<file path="src/rtl/irq_pkg.sv">
// Shared definitions for the interrupt controller: register map, FSM encoding
// and STATUS word layout.
package irq_pkg;

    localparam logic [1:0] IRQ_ADDR_PENDING = 2'd0;
    localparam logic [1:0] IRQ_ADDR_MASK    = 2'd1;
    localparam logic [1:0] IRQ_ADDR_TRIGGER = 2'd2;
    localparam logic [1:0] IRQ_ADDR_STATUS  = 2'd3;

    typedef enum logic [1:0] {
        IRQ_IDLE = 2'd0,
        IRQ_REQ  = 2'd1,
        IRQ_SVC  = 2'd2
    } irq_state_e;

    localparam int IRQ_STAT_INSVC    = 15;
    localparam int IRQ_STAT_STATE_HI = 13;
    localparam int IRQ_STAT_STATE_LO = 12;
    localparam int IRQ_STAT_VEC_HI   = 3;
    localparam int IRQ_STAT_VEC_LO   = 0;

    function automatic logic [15:0] irq_status_word(input logic       insvc,
                                                    input logic [1:0] st,
                                                    input logic [3:0] vec);
        logic [15:0] w;
        w = '0;
        w[IRQ_STAT_INSVC]                       = insvc;
        w[IRQ_STAT_STATE_HI:IRQ_STAT_STATE_LO] = st;
        w[IRQ_STAT_VEC_HI:IRQ_STAT_VEC_LO]     = vec;
        return w;
    endfunction

endpackage

</file>
<file path="src/rtl/irq_prio_enc.sv">
// Fixed-priority encoder: reports whether any request is set and the index of
// the lowest set bit.
module irq_prio_enc #(
    parameter int N_SRC = 8
) (
    input  logic [N_SRC-1:0] req,
    output logic             any,
    output logic [3:0]       idx
);

    // Scan from the top down so the lowest set index is the last one written.
    always_comb begin
        any = 1'b0;
        idx = 4'd0;
        for (int i = N_SRC - 1; i >= 0; i--) begin
            if (req[i]) begin
                any = 1'b1;
                idx = 4'(i);
            end
        end
    end

endmodule

</file>
<file path="src/rtl/irq_ctrl.sv">
// Interrupt controller: edge/level latching into PENDING, masking, fixed
// lowest-index-first priority and an ack/EOI handshake with the CPU.
module irq_ctrl
    import irq_pkg::*;
#(
    parameter int N_SRC = 8
) (
    input  logic             bus_clk,
    input  logic             rst_n,
    input  logic [N_SRC-1:0] irq_src,
    input  logic [1:0]       addr,
    input  logic             write,
    input  logic [15:0]      bus_in,
    output logic [15:0]      bus_out,
    output logic             cpu_irq,
    input  logic             cpu_ack,
    output logic [3:0]       cpu_vec
);

    logic [N_SRC-1:0] src_prev;
    logic [N_SRC-1:0] pending, pending_d;
    logic [N_SRC-1:0] mask_q;
    logic [N_SRC-1:0] trig_q;
    logic [N_SRC-1:0] req;
    logic [N_SRC-1:0] win_oh;
    logic [N_SRC-1:0] clr;
    logic [N_SRC-1:0] pend_edge;

    irq_state_e state_q, state_d;
    logic       cpu_irq_d;
    logic [3:0] cpu_vec_d;
    logic       in_service, in_service_d;

    logic       any;
    logic [3:0] win_idx;
    logic       eoi;
    logic       ack_take;
    logic       bus_unused;

    assign bus_unused = ^bus_in;

    assign req = pending & mask_q;

    irq_prio_enc #(.N_SRC(N_SRC)) u_prio (
        .req (req),
        .any (any),
        .idx (win_idx)
    );

    assign eoi      = write && (addr == IRQ_ADDR_STATUS) && (state_q == IRQ_SVC);
    assign ack_take = (state_q == IRQ_REQ) && cpu_ack && any;

    // Edge bits: clear first, then a fresh rising edge overrides the clear.
    // Level bits just resample the input every cycle.
    always_comb begin
        for (int i = 0; i < N_SRC; i++) begin
            win_oh[i] = (4'(i) == win_idx);
        end
        clr = '0;
        if (write && (addr == IRQ_ADDR_PENDING)) begin
            clr = bus_in[N_SRC-1:0];
        end
        if (ack_take) begin
            clr = clr | win_oh;
        end
        pend_edge = (pending & ~clr) | (irq_src & ~src_prev);
        pending_d = (trig_q & pend_edge) | (~trig_q & irq_src);
    end

    always_comb begin
        state_d      = state_q;
        cpu_irq_d    = cpu_irq;
        cpu_vec_d    = cpu_vec;
        in_service_d = in_service;
        case (state_q)
            IRQ_IDLE: begin
                if (any) begin
                    state_d   = IRQ_REQ;
                    cpu_irq_d = 1'b1;
                end
            end
            IRQ_REQ: begin
                if (cpu_ack) begin
                    cpu_irq_d = 1'b0;
                    if (any) begin
                        state_d      = IRQ_SVC;
                        cpu_vec_d    = win_idx;
                        in_service_d = 1'b1;
                    end else begin
                        state_d = IRQ_IDLE;
                    end
                end else if (!any) begin
                    state_d   = IRQ_IDLE;
                    cpu_irq_d = 1'b0;
                end
            end
            IRQ_SVC: begin
                if (eoi) begin
                    state_d      = IRQ_IDLE;
                    in_service_d = 1'b0;
                end
            end
            default: begin
                state_d      = IRQ_IDLE;
                cpu_irq_d    = 1'b0;
                in_service_d = 1'b0;
            end
        endcase
    end

    always_ff @(posedge bus_clk or negedge rst_n) begin
        if (!rst_n) begin
            state_q    <= IRQ_IDLE;
            cpu_irq    <= 1'b0;
            cpu_vec    <= 4'd0;
            in_service <= 1'b0;
            src_prev   <= '0;
            pending    <= '0;
            mask_q     <= '0;
            trig_q     <= '1;
        end else begin
            state_q    <= state_d;
            cpu_irq    <= cpu_irq_d;
            cpu_vec    <= cpu_vec_d;
            in_service <= in_service_d;
            src_prev   <= irq_src;
            pending    <= pending_d;
            if (write && (addr == IRQ_ADDR_MASK)) begin
                mask_q <= bus_in[N_SRC-1:0];
            end
            if (write && (addr == IRQ_ADDR_TRIGGER)) begin
                trig_q <= bus_in[N_SRC-1:0];
            end
        end
    end

    always_comb begin
        bus_out = '0;
        case (addr)
            IRQ_ADDR_PENDING: bus_out[N_SRC-1:0] = pending;
            IRQ_ADDR_MASK:    bus_out[N_SRC-1:0] = mask_q;
            IRQ_ADDR_TRIGGER: bus_out[N_SRC-1:0] = trig_q;
            default:          bus_out = irq_status_word(in_service, state_q, cpu_vec);
        endcase
    end

endmodule

</file>
<file path="config.mk">
export PLATFORM = sky130hd
export DESIGN_NAME = irq_ctrl
export DESIGN_NICKNAME = d
export VERILOG_FILES = /design/src/rtl/irq_pkg.sv /design/src/rtl/irq_prio_enc.sv /design/src/rtl/irq_ctrl.sv
export SDC_FILE = /design/constraint.sdc
export NUM_CORES = 1
export LEC_CHECK = 0
export BUFFER_PORTS_ARGS = -buffer_cell sky130_fd_sc_hd__buf_4
export CORE_ASPECT_RATIO = 0.8
export CORE_MARGIN = 5
export CORE_UTILIZATION = 52
export DETAILED_ROUTE_END_ITERATION = 8
export PLACE_DENSITY = 0.8
export SYNTH_ARGS = -nofsm -noshare
export SYNTH_HDL_FRONTEND = slang
export SYNTH_SLANG_ARGS = --single-unit
</file>
<file path="constraint.sdc">
create_clock -name bus_clk -period 1.5 [get_ports bus_clk]
set_input_delay 0.225 -clock bus_clk [delete_from_list [all_inputs] [get_ports bus_clk]]
set_output_delay 0.225 -clock bus_clk [all_outputs]
set_load 0.01 [all_outputs]
</file>
==> impl_metrics.tcl <==
set metrics [dict create \
    globalRouteTotalUtil_pct 19.9 \
    detailedRoute.firstPassIterationCount 4 \
    yosysUniqueCellTypes 47 \
    die_x_um 79.2 \
    flow.area_growth_from_synthesis_pct 29.7 \
    outcome "finished with violations" \
    hold_path.class "primary input to flop" \
    top_layer_used "met4" \
    met1_length_um 2180 \
    power.static_leakage_nw 1.18 \
    postLayoutSetupSlackWorst_ps -46.4 \
    yosys_warning_total 0 \
    grt_setup_unrepaired "yes" \
    synth_most_common_cell "dfrtp_1" \
    synth_top_cells_by_area "dfrtp_1, dfstp_2, mux2_2" \
    dpl_worst_slack_ps 3.80 \
    ys_dominant_reg_cell "dfrtp_1" \
    clock_tree_from_tritoncts "built" \
    timing_hold_violations_final 0 \
    floorplan.die_area_um2 5170 \
    fin_cells 273 \
    clock_path_buffers 2 \
    clk_pin_slew_worst_paths_ps 70 \
    postSynthRegisterBits 39 \
    antenna_cells 0 \
    period_needed_ps 1550 \
    worst_clock_skew_ps 5.83 \
    number_of_global_route_vias_before_repair 1658 \
    core.rowCount 20 \
    synthDominantAreaCellType "dfrtp_1" \
    setup.reg_to_reg.worst_slack_ps -40 \
    drtAntennaViolNets 0 \
    antenna_found_initial 0 \
    cell_area_after_synthesis_um2 1990 \
    start_util_pct 53.0 \
    synth_area_per_cell_um2 11.8 \
    insertion_delay_ps 290 \
    tritoncts_buffers 5 \
    port_buffers 36 \
    vias_per_cell 5.89 \
    ff_to_ff_end "cpu_vec[0]" \
    p_per_area_nw_per_um2 1400 \
    syn-instance-count 168 \
    synth_enable_flop_cells 0 \
    critical_path.endpoint_type "output port" \
    layout-drive-gt1-share_pct 49.8 \
    clock-sinks 39 \
    routabilityCongestion 0.903 \
    route.detailed.drc 0 \
    grt_overflow 0 \
    critPathLaunch "cpu_vec[1]" \
    route.met2.wl_um 2320 \
    final_util_pct 68.8 \
    grt_max_degree 40 \
    setup_viol 4 \
    hpwlAfterDp_um 3470 \
    fin_worst_hold_slack_ps 46.1 \
    routed-via-count 1608 \
    synth_async_sr_flop_share_pct 100 \
    criticalPathCategory "flop to output port" \
    worstReg2RegStart "mask_q[0]" \
    wirelength_um 4870 \
    crit_path_max_fanout 3 \
    core_um2 3750 \
    cts_root_buf "clkbuf_8" \
    dpl.cell_count 255 \
    chip_height_um 65.3 \
    cp.required_ps 1270 \
    cts_max_level 2 \
    final_routed_wire_length_divided_by_cell_count_um 17.8 \
    drtIter0Drc 128 \
    grt_first_pass_wirelength_um 7800 \
    cp-endpoint "bus_out[1]" \
    vdd_drop_max_mv 0.774 \
    most_used_standard_cells_in_the_synthesized_netlist "dfrtp_1, nand2_1, mux2_2" \
    fmax_mhz 647 \
    finalNetCount 258 \
    io-pin-count 51 \
    start_kind "flop" \
    finalCritPeriodShare_pct 103 \
    worstPathArrival_ps 1320 \
    failed_checks "negative setup slack" \
    yosysTopAreaCellShare_pct 39.0 \
    met3_length_um 293 \
    finalMaxSlewViolations 0 \
    maxCapViolCount 0 \
    synth_seq_area_share_pct 49.6 \
    worst-r2r-cell-count 5 \
]
[worst max-delay path, cell delays in order, from the launching register on]
cell,delay (ps)
dfrtp_1,410
mux4_2,480
buf_6,140
[how the worst min path moves through the flow]
stage / from / to / slack, ps / cells past startpoint
6_report: irq_src[4] / src_prev[4] / 50 / 1
5_1_grt: irq_src[4] / src_prev[4] / 30 / 1
4_1_cts: irq_src[4] / src_prev[4] / 40 / 1
3_5_place_dp: rst_n / in_service / 220 / 1
3_3_place_gp: rst_n / in_service / 210 / 1
2_1_floorplan: rst_n / cpu_irq / -70 / 0
[metrics by stage]
step	area, um2	setup TNS [ps]	total power [mW]
after CTS	2500	-138	3.48
after global placement	2360	0	2.67
after detailed placement	2360	0	2.73
after global routing	2580	-657	3.84
final	2580	-165	3.61
after floorplan	2010	0	2.22
[flip-flops by register name, summed over array words and instances, names as in the netlist]
name / count
cpu_irq: 1
cpu_vec: 3
in_service: 1
mask_q: 8
pending: 8
src_prev: 8
state_q: 2
trig_q: 8
[layout by cell type (no fill, tap or decap), drive strengths merged, types with 3 or more instances in the layout]
cell type  netlist  final
mux4             3      3
a22oi            5      5
mux2            17     17
mux2i            5      5
nand3b           3      3
a22o             3      3
buf             10     58
a21boi           6      6
o21ai            9      9
nand2           22     22
and3             5      5
dfrtp           31     31
clkbuf           1      8
dfstp            8      8
a21oi            9      9
a31oi            5      5
conb             1      6
[layout make-up]
type                       count  area (um2)
tap                           44        55.1
timing repair buffer          59         472
inverter                       2        7.51
clock buffer                   8        80.1
fill                         278        1170
multi-input combinational    121         977
sequential                    39         990
[kinds of logic (layout without fill, tap and decap cells)]
| kind of cell | count (synthesis) | in the layout | synth area share (%) |
|---|---|---|---|
| AOI/OAI and AO/OA | 47 | 47 | 17.5 |
| and+or+nand+nor | 43 | 43 | 12.8 |
| DFF | 39 | 39 | 49.6 |
| muxes | 25 | 25 | 15.7 |
| buffers and inverters | 13 | 69 | 4.15 |
| other | 1 | 6 | 0.188 |
[where the power goes]
| part | internal (mW) | switching (mW) | leakage (nW) |
|---|---|---|---|
| registers | 1.32 | 0.219 | 0.444 |
| logic | 0.784 | 0.621 | 0.701 |
| clock network | 0.330 | 0.341 | 0.0395 |
[layer usage]
layer | vias up | global-route usage [%]
met5 | - | 0
met4 | 0 | 8.58
met3 | 7 | 5.07
met2 | 58 | 32.0
met1 | 815 | 25.4
li1 | 728 | -
[repair_timing]
action | in CTS | in global routing
gates resized for setup | 4 | 19
buffers inserted | 6 | 3
hold buffers | 1 | 0
setup endpoints to repair | 4 | 12
hold endpoints to repair | 31 | 0
pin swaps | 0 | 11
Note: power is estimated with default switching activity, not from simulation.
